==> src/rtl/mem_arbiter_if.sv <==
// Bus bundle between the requesting cores, the arbiter and a single-port BRAM.
// The arbiter takes the slave modport; the core/BRAM side takes the master modport.
interface mem_arbiter_if #(
  parameter int unsigned NUM_CORES        = 2,
  parameter int unsigned DATA_WIDTH       = 32,
  parameter int unsigned ADDRESS_BITS     = 32,
  parameter int unsigned MEM_ADDRESS_BITS = 14
);
  logic [NUM_CORES-1:0]              req_valid;
  logic [NUM_CORES-1:0]              req_write;
  logic [NUM_CORES*ADDRESS_BITS-1:0] req_address;
  logic [NUM_CORES*DATA_WIDTH-1:0]   req_data;
  logic [NUM_CORES-1:0]              req_ready;
  logic [NUM_CORES-1:0]              resp_valid;
  logic [DATA_WIDTH-1:0]             resp_data;
  logic [MEM_ADDRESS_BITS-1:0]       mem_address;
  logic                              mem_write_en;
  logic [DATA_WIDTH-1:0]             mem_write_data;
  logic [DATA_WIDTH-1:0]             mem_read_data;
  logic [NUM_CORES*16-1:0]           grant_count;

  modport master (
    output req_valid, req_write, req_address, req_data, mem_read_data,
    input  req_ready, resp_valid, resp_data, mem_address, mem_write_en, mem_write_data,
    input  grant_count
  );

  modport slave (
    input  req_valid, req_write, req_address, req_data, mem_read_data,
    output req_ready, resp_valid, resp_data, mem_address, mem_write_en, mem_write_data,
    output grant_count
  );
endinterface

==> src/rtl/mem_arbiter.sv <==
// Round-robin arbiter sharing one single-port BRAM among NUM_CORES cores.
// Writes take one cycle; reads take two (grant, then data return).
module mem_arbiter #(
  parameter int unsigned NUM_CORES        = 2,
  parameter int unsigned DATA_WIDTH       = 32,
  parameter int unsigned ADDRESS_BITS     = 32,
  parameter int unsigned MEM_ADDRESS_BITS = 14
) (
  input  logic            clock,
  input  logic            reset,
  mem_arbiter_if.slave    bus
);

  localparam int unsigned IdxW = (NUM_CORES > 1) ? $clog2(NUM_CORES) : 1;

  typedef enum logic [0:0] {StIdle, StReadWait} state_e;

  state_e          state_q;
  logic [IdxW-1:0] last_grant_q;
  logic [IdxW-1:0] winner_q;
  logic [15:0]     grant_count_q [NUM_CORES];

  logic            grant_found;
  logic [IdxW-1:0] grant_idx;
  logic            grant_write;
  logic            in_read_wait;
  logic            unused_addr;

  // Only the word-address bits of each request address are consumed.
  assign unused_addr  = ^bus.req_address;
  assign in_read_wait = !reset && (state_q == StReadWait);

  always_comb begin : pick
    logic [IdxW-1:0] cand;
    grant_found = 1'b0;
    grant_idx   = '0;
    cand        = last_grant_q;
    if (!reset && state_q == StIdle) begin
      for (int unsigned n = 0; n < NUM_CORES; n++) begin
        cand = (32'(cand) == NUM_CORES - 1) ? '0 : cand + 1'b1;
        if (!grant_found && bus.req_valid[cand]) begin
          grant_found = 1'b1;
          grant_idx   = cand;
        end
      end
    end
  end

  always_comb begin : drive
    bus.req_ready      = '0;
    bus.mem_address    = '0;
    bus.mem_write_data = '0;
    grant_write        = 1'b0;
    for (int unsigned i = 0; i < NUM_CORES; i++) begin
      if (grant_found && 32'(grant_idx) == i) begin
        bus.req_ready[i]   = 1'b1;
        bus.mem_address    = bus.req_address[i*ADDRESS_BITS+2 +: MEM_ADDRESS_BITS];
        grant_write        = bus.req_write[i];
        bus.mem_write_data = bus.req_write[i] ? bus.req_data[i*DATA_WIDTH +: DATA_WIDTH] : '0;
      end
    end
    bus.mem_write_en = grant_write;
    bus.resp_valid   = in_read_wait ? (NUM_CORES'(1) << winner_q) : '0;
    bus.resp_data    = in_read_wait ? bus.mem_read_data : '0;
    for (int unsigned i = 0; i < NUM_CORES; i++) begin
      bus.grant_count[i*16 +: 16] = grant_count_q[i];
    end
  end

  always_ff @(posedge clock or posedge reset) begin
    if (reset) begin
      state_q      <= StIdle;
      last_grant_q <= IdxW'(NUM_CORES - 1);
      winner_q     <= '0;
      for (int unsigned i = 0; i < NUM_CORES; i++) begin
        grant_count_q[i] <= '0;
      end
    end else begin
      case (state_q)
        StIdle: begin
          if (grant_found) begin
            last_grant_q <= grant_idx;
            if (grant_count_q[grant_idx] != 16'hFFFF) begin
              grant_count_q[grant_idx] <= grant_count_q[grant_idx] + 16'd1;
            end
            if (!grant_write) begin
              winner_q <= grant_idx;
              state_q  <= StReadWait;
            end
          end
        end
        StReadWait: state_q <= StIdle;
        default:    state_q <= StIdle;
      endcase
    end
  end

endmodule
==> src/flat_wrapper.sv <==
// flat-port wrapper written by rule: the top's interface ports become plain ports
module mem_arbiter_flat 
#(
  parameter int unsigned NUM_CORES        = 2,
  parameter int unsigned DATA_WIDTH       = 32,
  parameter int unsigned ADDRESS_BITS     = 32,
  parameter int unsigned MEM_ADDRESS_BITS = 14
)
  (clock, reset, bus_req_valid, bus_req_write, bus_req_address, bus_req_data, bus_mem_read_data, bus_req_ready, bus_resp_valid, bus_resp_data, bus_mem_address, bus_mem_write_en, bus_mem_write_data, bus_grant_count);
  mem_arbiter_if #(.NUM_CORES(NUM_CORES), .DATA_WIDTH(DATA_WIDTH), .ADDRESS_BITS(ADDRESS_BITS), .MEM_ADDRESS_BITS(MEM_ADDRESS_BITS)) bus_i ();
  input  logic clock;
  input  logic reset;
  input wire logic [$bits(bus_i.req_valid)-1:0] bus_req_valid;
  input wire logic [$bits(bus_i.req_write)-1:0] bus_req_write;
  input wire logic [$bits(bus_i.req_address)-1:0] bus_req_address;
  input wire logic [$bits(bus_i.req_data)-1:0] bus_req_data;
  input wire logic [$bits(bus_i.mem_read_data)-1:0] bus_mem_read_data;
  output wire logic [$bits(bus_i.req_ready)-1:0] bus_req_ready;
  output wire logic [$bits(bus_i.resp_valid)-1:0] bus_resp_valid;
  output wire logic [$bits(bus_i.resp_data)-1:0] bus_resp_data;
  output wire logic [$bits(bus_i.mem_address)-1:0] bus_mem_address;
  output wire logic [$bits(bus_i.mem_write_en)-1:0] bus_mem_write_en;
  output wire logic [$bits(bus_i.mem_write_data)-1:0] bus_mem_write_data;
  output wire logic [$bits(bus_i.grant_count)-1:0] bus_grant_count;
  assign bus_i.req_valid = bus_req_valid;
  assign bus_i.req_write = bus_req_write;
  assign bus_i.req_address = bus_req_address;
  assign bus_i.req_data = bus_req_data;
  assign bus_i.mem_read_data = bus_mem_read_data;
  assign bus_req_ready = bus_i.req_ready;
  assign bus_resp_valid = bus_i.resp_valid;
  assign bus_resp_data = bus_i.resp_data;
  assign bus_mem_address = bus_i.mem_address;
  assign bus_mem_write_en = bus_i.mem_write_en;
  assign bus_mem_write_data = bus_i.mem_write_data;
  assign bus_grant_count = bus_i.grant_count;
  mem_arbiter #(.NUM_CORES(NUM_CORES), .DATA_WIDTH(DATA_WIDTH), .ADDRESS_BITS(ADDRESS_BITS), .MEM_ADDRESS_BITS(MEM_ADDRESS_BITS)) u_core (.clock(clock), .reset(reset), .bus(bus_i));
endmodule
==> config.mk <==
export PLATFORM = sky130hd
export DESIGN_NAME = mem_arbiter_flat
export DESIGN_NICKNAME = d
export VERILOG_FILES = /design/src/rtl/mem_arbiter_if.sv /design/src/rtl/mem_arbiter.sv /design/src/flat_wrapper.sv
export SDC_FILE = /design/constraint.sdc
export NUM_CORES = 1
export LEC_CHECK = 0
export ABC_AREA = 1
export CAP_MARGIN = 20
export CORE_AREA = 2 2 109 111
export DETAILED_ROUTE_END_ITERATION = 7
export DIE_AREA = 0 0 111 113
export PLACE_DENSITY_LB_ADDON = 0.15
export REMOVE_ABC_BUFFERS = 1
export SETUP_SLACK_MARGIN = 0.02
export SLEW_MARGIN = 20
export SYNTH_ARGS = -nofsm -noshare
export SYNTH_HDL_FRONTEND = slang
export SYNTH_SLANG_ARGS = --single-unit
==> constraint.sdc <==
create_clock -name clock -period 3.7 [get_ports clock]
set_input_delay 0.925 -clock clock [delete_from_list [all_inputs] [get_ports clock]]
set_output_delay 0.925 -clock clock [all_outputs]
set_load 0.05 [all_outputs]
==> flow_metrics.env <==
export IMPL_grt_pass1_vias=3963
export IMPL_clock_latency_ns=0.28
export IMPL_p_per_area_nw_per_um2=363
export IMPL_fmax_ghz=0.282
export IMPL_antenna_found_initial=1
export IMPL_finalSetupViolCount=0
export IMPL_cts_setup_buffers=0
export IMPL_r2r_end="u_core.bus.grant_count[13]"
export IMPL_cts_buffers=5
export IMPL_holdWs_ns=0.503
export IMPL_grt_max_degree=41
export IMPL_synth_top_cells_by_area="dfrtp_1, nand2_1, a32o_1, inv_1, nor2_1"
export IMPL_hp_start="u_core.bus.grant_count[17]"
export IMPL_period_needed_ns=3.55
export IMPL_rsz0062_at_grt="false"
export IMPL_ys_types=29
export IMPL_crit_path_end_kind="output port"
export IMPL_worst_slew_margin_rel_pct=59.8
export IMPL_row_count=39
export IMPL_drv_slew=0
export IMPL_clock_skew_ns=0.00544
export IMPL_viasPerCell=4.77
export IMPL_finalCritPeriodShare_pct=95.9
export IMPL_dpl_hpwl_mm=11.6
export IMPL_rrSetupSlack_ns=1.09
export IMPL_synth_avg_cell_area_um2=6.54
export IMPL_worstPathArrival_ns=2.62
export IMPL_yosys_area_top_type="dfrtp_1"
export IMPL_drv_cap=0
export IMPL_fin_ws_ns=0.151
export IMPL_use_met2_pct=39.0
export IMPL_grt_use_total_pct=22.0
export IMPL_yosys_warnings=0
export IMPL_syn_cell_area_um2=3160
export IMPL_htree_levels=2
export IMPL_final_cell_count_no_fill=871
export IMPL_min_path_cells=2
export IMPL_cts_root_buf="clkbuf_16"
export IMPL_areaGrowthSynthToFinish_pct=114
export IMPL_synth_top_area_share_pct=26.9
export IMPL_cts_tree="yes"
export IMPL_min_to="u_core.bus.grant_count[17]"
export IMPL_leakage_uw=0.00312
export IMPL_required_ns=2.77
export IMPL_grt_overflow_total=0
export IMPL_pin_count=281
export IMPL_portBuffers=244
export IMPL_wl_per_cell_um=16.4
export IMPL_drtIter0Drc=247
export IMPL_hold_path_class="register to register"
export IMPL_fin_area_um2=6760
export IMPL_crit_fanout=15
export IMPL_use_met1_pct=27.3
export IMPL_gp_congestion=0.898
export IMPL_drtAntennaViolNets=0
export IMPL_outcome="completed"
export IMPL_drive_gt1_share_pct=18.8
export IMPL_worst_slew_pin_transition_ns=0.601
export IMPL_grt_pass1_wl_mm=22.2
export IMPL_coreArea_um2=11300
export IMPL_clockBufferDepth=2
export IMPL_drt_wl_total_mm=14.3
export IMPL_grt_use_met3_pct=5.36
export IMPL_clk_pin_slew_worst_paths_ns=0.05
export IMPL_start_util_pct=28.1
export IMPL_pre_cts_slack_ns=0.110
export IMPL_r2r_cells=13
export IMPL_syn_inst=484
export IMPL_ir_worst_vdd_mv=0.286
export IMPL_clkSinkCount=35
export IMPL_synth_seq_cells=35
export IMPL_finalHoldViolations=0
export IMPL_dieWidth_um=111
export IMPL_fin_nets=893
export IMPL_worst_setup_path_type="primary input to output port"
export IMPL_placedInstanceArea_um2=6620
export IMPL_cp_start_kind="primary input"
export IMPL_dp_cells=862
export IMPL_drc=0
export IMPL_r2r_start="u_core.last_grant_q"
export IMPL_die_area_um2=12500
export IMPL_die_h_um=113
export IMPL_vias=4152
export IMPL_drtPass1Iterations=5
export IMPL_cts_hold_buf=0
export IMPL_layout_commonest_cell="nand2_1"
export IMPL_final_cell_mix="nand2_1, clkdlybuf4s50_1, buf_12"
export IMPL_yosysSeqAreaShare_pct=27.7
export IMPL_busiest_layer="met2"
export IMPL_fin_util_pct=60.0
-- what timing repair did --
action                                 in CTS  in global routing
setup endpoints to repair                   0                 43
endpoints found under the hold margin       0                  0
resized for setup                           0                  1
-- layer usage --
metal | vias up | share of wire, %
met4 | 0 | 1.5
li1 | 2049 | -
met3 | 16 | 8.0
met1 | 1904 | 41
met5 | - | 0
met2 | 183 | 49
-- critical path: stages --
cell and delay, ns:
clkdlybuf4s50_1 0.68, nand3_2 0.16, nand2_1 0.16, clkinv_1 0.14, buf_12 0.17, a22o_1 0.23, buf_12 0.16
-- cells in the mapped netlist (all sizes together) --
| cell type | number |
|---|---|
| dfrtp | 34 |
| inv | 74 |
| clkbuf | 7 |
| clkinv | 1 |
| a21oi | 1 |
| a22o | 14 |
| nor2 | 58 |
| nand4 | 20 |
| nand3 | 35 |
| dfstp | 1 |
| nand2 | 169 |
| buf | 23 |
| nand3b | 1 |
| a32o | 32 |
| ha | 1 |
| o21ai | 7 |
| xor2 | 6 |
-- through the flow --
step / power, uW / TNS (ns)
after floorplan: 1370 / -63.65
after global placement: 2040 / 0
after detailed placement: 2060 / 0
after CTS: 2470 / 0
after global routing: 2580 / 0
final: 2450 / 0
-- power by group --
part | switching (uW) | internal, uW | leakage (uW) | total, uW
Combinational | 897 | 609 | 0.00259 | 1510
Sequential | 78.5 | 471 | 0.000465 | 550
Clock | 149 | 249 | 0.0000679 | 398
Total | 1120 | 1330 | 0.00312 | 2450
-- area by class of cell --
class | instances | area [um^2]
diodes | 1 | 2.50
clock buffers | 7 | 133
clock inverters | 1 | 5.00
fillers | 986 | 4510
inverters | 75 | 282
multi-input cells | 344 | 1830
flip-flops and latches | 35 | 877
well taps | 143 | 179
repair buffers | 265 | 3460
-- cells by family (layout without fill, tap and decap cells) --
| family | Yosys count | count (layout) | share of synthesized area, % |
|---|---|---|---|
| XOR/XNOR | 6 | 6 | 1.66 |
| flip-flops | 35 | 35 | 27.7 |
| other | 0 | 1 | 0 |
| buffers and inverters | 105 | 348 | 14.5 |
| AO/OA/AOI/OAI | 54 | 54 | 15.7 |
| adder cells (fa/ha/maj) | 1 | 1 | 0.396 |
| AND/OR/NAND/NOR | 283 | 283 | 40.0 |
-- registers in the layout (all words and copies together) (netlist names) --
name,flops
u_core.winner_q,1
u_core.last_grant_q,1
u_core.bus.grant_count,32
u_core.state_q,1
-- worst max-delay path by stage --
stage	slack, ns	end	from	depth (start not counted)
final	0.15	bus_mem_address[13]	bus_req_valid[1]	7
after global routing	0.02	bus_mem_address[13]	bus_req_valid[1]	8
after CTS	0.09	bus_mem_address[13]	bus_req_valid[1]	8
after detailed placement	0.11	bus_mem_address[13]	bus_req_valid[1]	8
after global placement	0.11	bus_mem_address[5]	bus_req_valid[1]	8
after floorplan	-0.99	bus_mem_write_en	reset	5
No activity file was read; power rests on OpenSTA's default activity.
